[config.mk]
export PLATFORM = sky130hd
export DESIGN_NAME = m_div_controller
export DESIGN_NICKNAME = d
export VERILOG_FILES = /design/src/rtl/m_div_controller.sv
export SDC_FILE = /design/constraint.sdc
export NUM_CORES = 1
export LEC_CHECK = 0
export CORE_ASPECT_RATIO = 1.25
export CORE_MARGIN = 1.5
export CORE_UTILIZATION = 40
export CTS_CLUSTER_SIZE = 28
export DETAILED_ROUTE_END_ITERATION = 12
export PLACE_DENSITY = 0.79
export SYNTH_ARGS = -nofsm -noshare
export SYNTH_HDL_FRONTEND = slang
export SYNTH_SLANG_ARGS = --single-unit
[constraint.sdc]
create_clock -name clk -period 2.3 [get_ports clk]
set_clock_uncertainty 0.05 [all_clocks]
set_input_delay 0.345 -clock clk [delete_from_list [all_inputs] [get_ports clk]]
set_output_delay 0.345 -clock clk [all_outputs]
set_load 0.01 [all_outputs]
[src/rtl/m_div_controller.sv]
// m_div_controller: sequencing FSM for the M-unit restoring divider.
// Runs DIV/DIVU/REM/REMU by steering the remainder (R), divisor (D) and
// quotient (Z) select codes of an external datapath. It then forms the final
// result from the datapath registers, the divide-by-zero/overflow flags and
// the operand signs.
//
// Handshakes: a transfer happens on a rising clk edge where valid && ready.
// start_valid/start_ready accept an operation. result_valid/result_ready
// return it. While valid is high and ready is low, the payload (result) is
// held stable.
//
// Optional build macro: M_DIV_RESULT_CACHE_EN. It reuses the retained datapath
// registers when the same operands and signedness are presented again, so a
// DIV followed by a REM costs one cycle.
module m_div_controller #(
  parameter int XLEN  = 32,
  parameter int CNT_W = 6
) (
  input  logic            clk,
  input  logic            reset,
  input  logic            start_valid,
  output logic            start_ready,
  input  logic [1:0]      op,
  input  logic [XLEN-1:0] rs1,
  input  logic [XLEN-1:0] rs2,
  input  logic [XLEN-1:0] rem_in,
  input  logic [XLEN-1:0] quo_in,
  output logic [1:0]      mux_R,
  output logic [1:0]      mux_D,
  output logic [1:0]      mux_Z,
  output logic            busy,
  output logic            result_valid,
  input  logic            result_ready,
  output logic [XLEN-1:0] result,
  output logic [1:0]      dbg_state
);

  typedef enum logic [1:0] {
    S_IDLE = 2'd0,
    S_ITER = 2'd1,
    S_DONE = 2'd2
  } state_t;

  localparam logic [1:0] R_KEEP = 2'd0, R_A = 2'd1, R_A_NEG = 2'd2, R_SUB_KEEP = 2'd3;
  localparam logic [1:0] D_KEEP = 2'd0, D_B = 2'd1, D_B_NEG = 2'd2, D_SHR = 2'd3;
  localparam logic [1:0] Z_KEEP = 2'd0, Z_ZERO = 2'd1, Z_SHL_ADD = 2'd2;
  localparam logic [CNT_W-1:0] LAST_ITER = CNT_W'(XLEN - 1);
  localparam logic [XLEN-1:0]  MIN_NEG   = {1'b1, {(XLEN-1){1'b0}}};

  state_t            state_q, state_d;
  logic [CNT_W-1:0]  cnt_q;
  logic              is_rem_q, signed_q, neg1_q, neg2_q, div0_q, ovf_q;
  logic [XLEN-1:0]   spec_a_q;

  logic accept, in_signed, in_div0, in_ovf, in_special, cache_hit;

  assign accept     = start_valid && start_ready;
  assign in_signed  = ~op[0];
  assign in_div0    = (rs2 == '0);
  assign in_ovf     = in_signed && (rs1 == MIN_NEG) && (rs2 == '1);
  assign in_special = in_div0 || in_ovf;
  assign dbg_state  = state_q;

`ifdef M_DIV_RESULT_CACHE_EN
  logic [XLEN-1:0] last_rs1_q, last_rs2_q;
  logic            last_signed_q, last_vld_q;

  assign cache_hit = last_vld_q && !in_special && (rs1 == last_rs1_q) &&
                     (rs2 == last_rs2_q) && (in_signed == last_signed_q);

  // Track the operands whose magnitudes are currently held in the datapath.
  // A special accept still loads R/D/Z, so it invalidates the entry.
  always_ff @(posedge clk) begin
    if (reset) begin
      last_rs1_q    <= '0;
      last_rs2_q    <= '0;
      last_signed_q <= 1'b0;
      last_vld_q    <= 1'b0;
    end else if (accept) begin
      if (in_special) begin
        last_vld_q <= 1'b0;
      end else begin
        last_rs1_q    <= rs1;
        last_rs2_q    <= rs2;
        last_signed_q <= in_signed;
        last_vld_q    <= 1'b1;
      end
    end
  end
`else
  assign cache_hit = 1'b0;
`endif

  // State register, operation flags and iteration counter.
  always_ff @(posedge clk) begin
    if (reset) begin
      state_q  <= S_IDLE;
      cnt_q    <= '0;
      is_rem_q <= 1'b0;
      signed_q <= 1'b0;
      neg1_q   <= 1'b0;
      neg2_q   <= 1'b0;
      div0_q   <= 1'b0;
      ovf_q    <= 1'b0;
      spec_a_q <= '0;
    end else begin
      state_q <= state_d;
      if (accept) begin
        is_rem_q <= op[1];
        signed_q <= in_signed;
        neg1_q   <= rs1[XLEN-1];
        neg2_q   <= rs2[XLEN-1];
        div0_q   <= in_div0;
        ovf_q    <= in_ovf;
        spec_a_q <= rs1;
        cnt_q    <= '0;
      end else if (state_q == S_ITER) begin
        cnt_q <= cnt_q + 1'b1;
      end
    end
  end

  // Next-state logic and datapath select codes.
  always_comb begin
    state_d      = state_q;
    mux_R        = R_KEEP;
    mux_D        = D_KEEP;
    mux_Z        = Z_KEEP;
    start_ready  = 1'b0;
    busy         = 1'b0;
    result_valid = 1'b0;
    case (state_q)
      S_IDLE: begin
        start_ready = !reset;
        if (accept) begin
          if (!cache_hit) begin
            mux_R = (in_signed && rs1[XLEN-1]) ? R_A_NEG : R_A;
            mux_D = (in_signed && rs2[XLEN-1]) ? D_B_NEG : D_B;
            mux_Z = Z_ZERO;
          end
          state_d = (in_special || cache_hit) ? S_DONE : S_ITER;
        end
      end
      S_ITER: begin
        busy  = 1'b1;
        mux_R = R_SUB_KEEP;
        mux_D = D_SHR;
        mux_Z = Z_SHL_ADD;
        if (cnt_q == LAST_ITER) state_d = S_DONE;
      end
      S_DONE: begin
        busy         = 1'b1;
        result_valid = 1'b1;
        if (result_ready) state_d = S_IDLE;
      end
      default: state_d = S_IDLE;
    endcase
  end

  // Final result: special cases first, then sign fix-up of the magnitudes.
  always_comb begin
    result = '0;
    if (state_q == S_DONE) begin
      if (div0_q)
        result = is_rem_q ? spec_a_q : '1;
      else if (ovf_q)
        result = is_rem_q ? '0 : MIN_NEG;
      else if (!is_rem_q)
        result = (signed_q && (neg1_q ^ neg2_q)) ? -quo_in : quo_in;
      else
        result = (signed_q && neg1_q) ? -rem_in : rem_in;
    end
  end

endmodule

Word-level counts from Yosys, hierarchy flattened
Index checks and enable logic that the tools add are counted.
Widths: inputs -> output; s select.

word-level totals
  output and inout port bits = 43
  input bits = 134
  register bits after elaboration = 46

operators by class
  reduce and logical (&&, ||, !) cells = 14
  muxes and demuxes = 24
  equal/unequal tests = 8
  bitwise gates (word level) = 2
  $add $sub $neg = 3

operators with widths
  kind                  count
  $mux 32               8
  $eq 32x32->1 const B  2
  $neg 32->32           2
  $logic_not 32->1      1
  $mux 2                8
  $pmux 2 s2            3
  $logic_and 1x1->1     7
  $add 6x1->6 const B   1
  $eq 6x5->1 const B    1
  $pmux 2 s3            1
  $mux 1                4
  $ne 2x2->1 const B    2
  $reduce_or 2->1       2
  $reduce_and 3->1      1
  $eq 2x1->1 const B    1
  $eq 2x2->1 const B    1
  $logic_not 2->1       1
  $ne 2x1->1 const B    1
  $logic_not 1->1       1
  $logic_or 1x1->1      1
  $not 1->1             1
  $xor 1x1->1           1

Depth between registers and ports, before layout
Gate-level depths: netlist (run 1).

  depth in word-level cells = 7
  mapped depth = 9
  gate-level depth less buffers = 8

Worst setup path after synthesis (run 1)
No wires, ideal clock.

  kind = input-to-output
  start point = input quo_in[1]
  end point = output result[26]
  slack = -317 ps
  data arrival time = 2222 ps
  stages = 8
  buffers on the path = 0
  cell sequence = inv_1 > ha_1 > or4b_2 > nor4_1 > a31oi_1 > xor2_1 > o221ai_1 > a21oi_1

on the way
  cells in the longest elaborated chain, start to end = 6

ends and longest elaborated chain
  item                line  text
  start: declaration  27    input logic [XLEN-1:0] quo_in,
  $neg 32->32         169   result = (signed_q && (neg1_q ^ neg2_q)) ? -quo_in : quo_in;
  $mux 32             169
  $mux 32             168   else if (!is_rem_q)
  $mux 32             166   else if (ovf_q)
  $mux 32             164   if (div0_q)
  $mux 32             163   if (state_q == S_DONE) begin
  end: declaration    34    output logic [XLEN-1:0] result,

Every way passes these cells.

Final worst setup path (run 1)
  start point = input quo_in[17]
  end point = output result[21]

Same word-level chain as after synthesis.

==> results by group, run 1 <==
Floorplanning
  • Die Y: 118.0 microns
  • Die area: 11200 sq um
  • # rows: 41
  • I/O Pins: 177
  • Die W: about 95 microns
  • Initial Utilization: 41.43%
  • Core Region: 10210 sq um

Power and ir drop
  • LEAKAGE: 3.276 nW
  • Net switching power: around 1.7 mW
  • VDD IR max: about 0.90 mV
  • Internal Power: between 2 and 3 mW
  • Gate power share: between 50 and 60%
  • Power Density: 529.6 nW/um^2
  • Sequential Power Share: between 20% and 30%
  • Sw Ratio: between 30% and 40%
  • Clk network pwr share: around 18%

Finish
  • Fin util: 79.85%
  • Layout cell share with drive strength beyond 1: a little under two fifths
  • NumNets Final: 1070
  • Final Non-Filler Cells: 1059
  • Antenna Cells: 0
  • Design area: 8152 sq um
  • P&R area growth vs syn: 92.75%

Clock tree
  • Reg clk slew, reported paths: 60 ps
  • Clock Path Buffers: 2
  • Hold-fix buffers at CTS: 0
  • Total CTS buffers: 5
  • Clock sink count: 45
  • CTS root buffer: clkbuf_16
  • H-tree depth: 2
  • Skew-Pair Late Insertion Delay: 280 ps
  • CTS tree: yes

Routing
  • WL final: 22280 microns
  • 1st-iter DRT viols: 457
  • Vias/cell: about 6
  • WL/cell: 21.04 microns
  • Final ANT Viol Nets: 0
  • Router iterations before antenna repair: 5
  • Total vias in the final route: 6393
  • DRC: 0

Timing
  • Slew @ Worst Pin: 587.7 ps
  • Final Hold Viols: 0
  • Tcrit/Tclk final: 124.9%
  • Slew Limit Fails: 0
  • RSZ-0062 raised after global routing: yes
  • Worst slew margin: 60.82%
  • Fin Hold WS: 430.5 ps
  • Final setup vio count: 28
  • Minimum clock period: 2872 ps
  • Setup ws final: -571.7 ps
  • Fmax: 0.3482 GHz

GRT
  • Largest net degree at the start of global routing: between 70 and 80
  • First-pass GRT wire length: between 30000 and 40000 microns
  • Remaining Overflow, GRT: 0
  • Total GRT Usage: 38.56%
  • Initial antenna violation count: 0
  • Vias in the first global route: 6400

Outcome
  • Outcome: complete, but fails checks
  • Failing checks: setup timing

Synth
  • Synth Net Count: 739
  • Commonest cells post-synth: nand2_1, o21ai_0, nor2_1
  • Synth async-reset ratio: 0%
  • Syn Area/Cell: 7.060 sq um
  • Cell with the most instances after synthesis: nand2_1
  • Synth cell types: 64
  • Cell Area, Synth: approximately 4200 sq um
  • Largest area contributor in the netlist: dfxtp_1
  • Post-synth top flop: dfxtp_1
  • Sequential area share after synthesis: 21.30%
  • Seq cells post-synth: 45
  • Warnings from Yosys: 0
  • Post-synthesis cell count: 599
  • Synth top area cells: dfxtp_1, o21ai_0, nand2_1
  • Yosys top cell area share: 21.30%
  • Number of synthesized flops with an enable pin: 0

Placed design
  • Post-place setup slack: -1335 ps
  • Dpl hpwl: 16030 microns
  • Placed cell area: 7271 sq um
  • Dpl cells: 1028
  • Gpl congestion: 0.9944
  • IO buf count: 176

Run
  • Max Cap Violations: 0

Worst hold path
  • Hold Path Origin: spec_a_q[7]
  • Hold path cells: 2
  • Worst hold path class: register to register
  • Worst Hold Path EP: spec_a_q[7]

Worst setup path
  • Worst reg-to-reg path cell count: 9
  • Critical path capture point type: output pin
  • Startpoint Class: primary input
  • Worst-path fanout max: 3
  • WP data arrival: 2480 ps
  • Crit path required time: 1900 ps
  • Reg2reg setup slack: 250 ps
  • FF-to-FF End: spec_a_q[9]
  • WS Path Type: primary input to output pin
  • Crit path launch: quo_in[17]
  • RR Startpoint: dbg_state[1]
through the flow:
| stage | total power, mW | setup TNS (ps) |
|---|---|---|
| after detailed placement | 3.432 | -33260 |
| after global routing | 4.544 | -13030 |
| after floorplan | 2.068 | -1880 |
| final | 4.317 | -10420 |
| after global placement | 3.398 | -31420 |
| after CTS | 4.189 | -8533 |
area by class of cell:
class / count / area [sq um]
multi-input cells: 507 / 3840
fillers: 680 / 2057
repair buffers: 358 / 3023
clock inverters: 2 / 35.03
well taps: 129 / 161.4
clock buffers: 5 / 125.1
inverters: 13 / 61.31
flip-flops and latches: 45 / 905.9
repair_timing:
action                     CTS  global route
buffers inserted            20             6
gates resized for setup    379            42
setup endpoints to repair   37            32
pin swaps                   89            50
placed cells by master (no fill, tap or decap), types with 18 or more instances in the layout:
cell type	instances
a21oi_1	23
buf_2	38
buf_4	158
buf_6	27
clkdlybuf4s50_1	90
dfxtp_1	41
dlygate4sd2_1	21
nand2_1	67
nand2b_1	36
nor2_1	40
nor4_1	18
o21ai_0	54
xnor2_1	18
xor2_1	27
how the worst max path moves through the flow:
stage	end	slack (ps)
6_report	result[21]	-570
5_1_grt	result[21]	-660
4_1_cts	result[31]	-500
3_3_place_gp	result[22]	-1270
2_1_floorplan	result[31]	-250
3_5_place_dp	result[26]	-1340
sequential cells by signal, summed over array words and instances, names as in the netlist:
signal	cells
neg1_q	1
ovf_q	1
neg2_q	1
dbg_state	2
is_rem_q	1
spec_a_q	31
div0_q	1
signed_q	1
cnt_q	6
worst max-delay path: stages:
cell and delay [ps]:
dlygate4sd2_1 250, or4_4 500, buf_4 170, nor4_1 330, nand2_1 160, a311o_1 300
o31a_1 120, o21ai_2 130, buf_2 150
power by group through the flow:
stage	combinational [mW]	sequential [mW]	clock, mW
finish	2.49	1.05	0.774
global route	2.66	1.06	0.821
CTS	2.37	1.04	0.780
detailed placement	2.38	1.05	0
global placement	2.35	1.04	0
floorplan	1.05	1.02	0
layer usage:
metal,vias up,GRT usage [%],share of wire [%]
met1,2995,44.01,37
li1,2891,-,-
met2,403,66.16,49
met5,-,0,0
met3,104,8.204,8.1
met4,0,19.22,5.5
cell families (layout without fill, tap and decap cells):
kind of cell / after synthesis / in the layout / synth area share [%]
and+or+nand+nor: 258 / 258 / 32.13
AOI/OAI and AO/OA: 184 / 184 / 28.17
xor gates and xnor gates: 53 / 53 / 10.98
buffers and inverters: 47 / 378 / 4.201
DFF: 45 / 45 / 21.30
adders and majority gates: 6 / 6 / 1.775
muxes: 6 / 6 / 1.450
Power figures use the tool's default switching activity.
==> run 2: changes to the inputs <==
--- a/config.mk
+++ b/config.mk
@@ -10,7 +10,7 @@
 export CORE_UTILIZATION = 40
 export CTS_CLUSTER_SIZE = 28
 export DETAILED_ROUTE_END_ITERATION = 12
-export PLACE_DENSITY = 0.79
+export PLACE_DENSITY = 0.89
 export SYNTH_ARGS = -nofsm -noshare
 export SYNTH_HDL_FRONTEND = slang
 export SYNTH_SLANG_ARGS = --single-unit
==> results by group, run 2 (synthesized netlist as in run 1, its figures left out) <==
Power and ir drop
  • Gate power share: 60.6% (+2.9 points)
  • Sequential Power Share: 23.5% (-0.8 points)
  • VDD IR max: 0.7686 mV (-14%)
  • Internal Power: 2.644 mW (+0.51%)
  • Net switching power: 1.874 mW (+11%)
  • Clk network pwr share: 15.9% (-2.0 points)
  • Power Density: 524.7 nW/um^2 (-0.92%)
  • Pwr Total: 4.518 mW (+4.7%)
  • LEAKAGE: 3.513 nW (+7.2%)
  • Sw Ratio: 41.47% (+2.4 points)

Timing
  • Slew @ Worst Pin: 1092 ps (+504.2 ps)
  • Tcrit/Tclk final: 131.3% (+6.5 points)
  • Slew Limit Fails: 0 (unchanged)
  • RSZ-0062 raised after global routing: yes
  • Setup ws final: -720.4 ps (-148.7 ps)
  • Final setup vio count: 30 (+7.1%)
  • Minimum clock period: 3020 ps (+148.7 ps)
  • Final Hold Viols: 0 (unchanged)
  • Fmax: 0.3311 GHz (-4.9%)
  • Worst slew margin: 26.64% (-34 points)
  • Setup tns final: -13510 ps (-3092 ps)

Placed design
  • Dpl hpwl: 16010 microns (-0.11%)
  • Gpl congestion: 0.9875 (-0.69%)
  • Dpl cells: 1033 (+0.49%)
  • IO buf count: 176 (unchanged)

Clock tree
  • H-tree depth: 2 (unchanged)
  • CTS root buffer: clkbuf_16
  • Total CTS buffers: 5 (unchanged)
  • Skew-Pair Late Insertion Delay: 280 ps (about the same)
  • Clock Path Buffers: 2 (unchanged)
  • CTS tree: yes
  • Hold-fix buffers at CTS: 0 (unchanged)
  • Clock sink count: 45 (unchanged)
  • Reg clk slew, reported paths: 60 ps (about the same)

Finish
  • Fillers: 585 (-14%)
  • Commonest non-fill, non-tap cell in the layout: buf_4
  • Layout cell share with drive strength beyond 1: 43.81% (+5.4 points)
  • Final Non-Filler Cells: 1074 (+1.4%)
  • Number of flip-flops in the largest register: 31 (unchanged)
  • P&R area growth vs syn: 103.6%
  • Fin util: 84.35% (+4.5 points)
  • Antenna Cells: 0 (unchanged)
  • Commonest cells after routing, fill and taps aside: buf_4, clkdlybuf4s50_1, nand2_1
  • NumNets Final: 1084 (+1.3%)
  • Largest register by flop count: spec_a_q

Floorplanning
  • Die area: 11200 sq um (unchanged)
  • # rows: 41 (unchanged)
  • Initial Utilization: 41.43% (unchanged)
  • Die W: 94.97 microns (unchanged)
  • Die Y: 118.0 microns (unchanged)
  • I/O Pins: 177 (unchanged)
  • Core Region: 10210 sq um (unchanged)

Routing
  • WL final: 26760 microns (+20%)
  • Total vias in the final route: 6909 (+8.1%)
  • WL/cell: 24.92 microns (+18%)
  • Post-Route M1 WL: 8867 microns (+7.2%)
  • 1st-iter DRT viols: 827 (+81%)
  • DR top layer: met5
  • Router iterations before antenna repair: 7 (+2)
  • Metal3 WL: 3703 microns (+100%)
  • Final ANT Viol Nets: 0 (unchanged)
  • Met2 WL: 11780 microns (+7.4%)
  • DRC: 0 (unchanged)
  • Vias/cell: 6.433 (+6.6%)

Worst setup path
  • WP data arrival: 2630 ps (+150 ps)
  • Worst-path fanout max: 5 (+2)
  • Crit path required time: 1900 ps (about the same)
  • WS Path Type: primary input to output pin
  • Startpoint Class: primary input
  • Critical path capture point type: output pin

GRT
  • Largest net degree at the start of global routing: 75 (unchanged)
  • Initial antenna violation count: 1 (+1)
  • First-pass GRT wire length: 32140 microns (-4.1%)
  • Total GRT Usage: 37.05% (-1.5 points)
  • Vias in the first global route: 6243 (-2.5%)
  • Remaining Overflow, GRT: 0 (unchanged)

Outcome
  • Outcome: complete, but fails checks
  • Failing checks: setup timing

Worst hold path
  • Worst hold path class: register to register

Run
  • Max Cap Violations: 0 (unchanged)
-- run 2: changes by cell type in the layout (fill, tap and decap cells not counted), moves of 4 or more --
cell	before	now
nand2_1	67	62
buf_6	27	57
buf_2	38	44
clkdlybuf4s15_2	4	0
buf_4	158	145
xor2_2	3	10
clkdlybuf4s15_1	14	4
xor2_1	27	19
-- run 2: cell type report --
type                       count  area [sq um]  share of cell area [%]
multi-input combinational    507          4111                   47.75
timing repair buffer         372          3224                   37.45
sequential                    45         909.6                   10.56
tap                          129         161.4                   1.874
clock buffer                   6         138.9                   1.613
inverter                      13         51.30                  0.5958
clock inverter                 2         13.76                  0.1598
-- run 2: power groups by stage --
stage	registers (mW)	logic (mW)	clock network, mW
3_5_place_dp	1.05	2.43	0
4_1_cts	1.05	2.45	0.726
2_1_floorplan	1.02	1.05	0
6_report	1.06	2.74	0.720
5_1_grt	1.07	2.86	0.758
3_3_place_gp	1.05	2.40	0
-- run 2: what timing repair did --
| item | 4_1_cts | 5_1_grt |
|---|---|---|
| resized for setup | 434 | 94 |
| buffers inserted | 18 | 20 |
| endpoints found under the hold margin | 0 | 0 |
| pin swaps | 115 | 87 |
| endpoints found under the setup margin | 37 | 33 |
-- run 2: worst paths after layout --
path | end | start | slack (ps) | cells after the start
max | result[20] | quo_in[5] | -720 | 9
min | spec_a_q[7] | spec_a_q[7] | 430 | 2
max reg2reg | spec_a_q[10] | dbg_state[1] | 310 | 9
min reg2reg | spec_a_q[7] | spec_a_q[7] | 430 | 2
-- run 2: routing by layer --
metal / track usage (%) / up-vias
met5: 0 / -
met4: 21.64 / 4
met3: 4.780 / 206
met2: 61.25 / 591
met1: 44.90 / 3200
li1: - / 2908
-- run 2: stage by stage --
stage               cell area (sq um)  hold WS [ps]  setup WS (ps)
finish                           8611         428.4         -720.4
global route                     8611         442.7         -722.7
global placement                 7321         408.7          -1300
floorplan                        4297         390.6         -245.7
detailed placement               7321         413.8          -1369
CTS                              8113         425.2         -468.8
-- run 2: worst max-delay path, stage by stage --
cell,delay [ps]
buf_6,100
or4_4,620
nor3_4,310
buf_6,200
nand2_4,70
o31ai_2,290
xor2_1,140
o211ai_1,310
buf_2,210
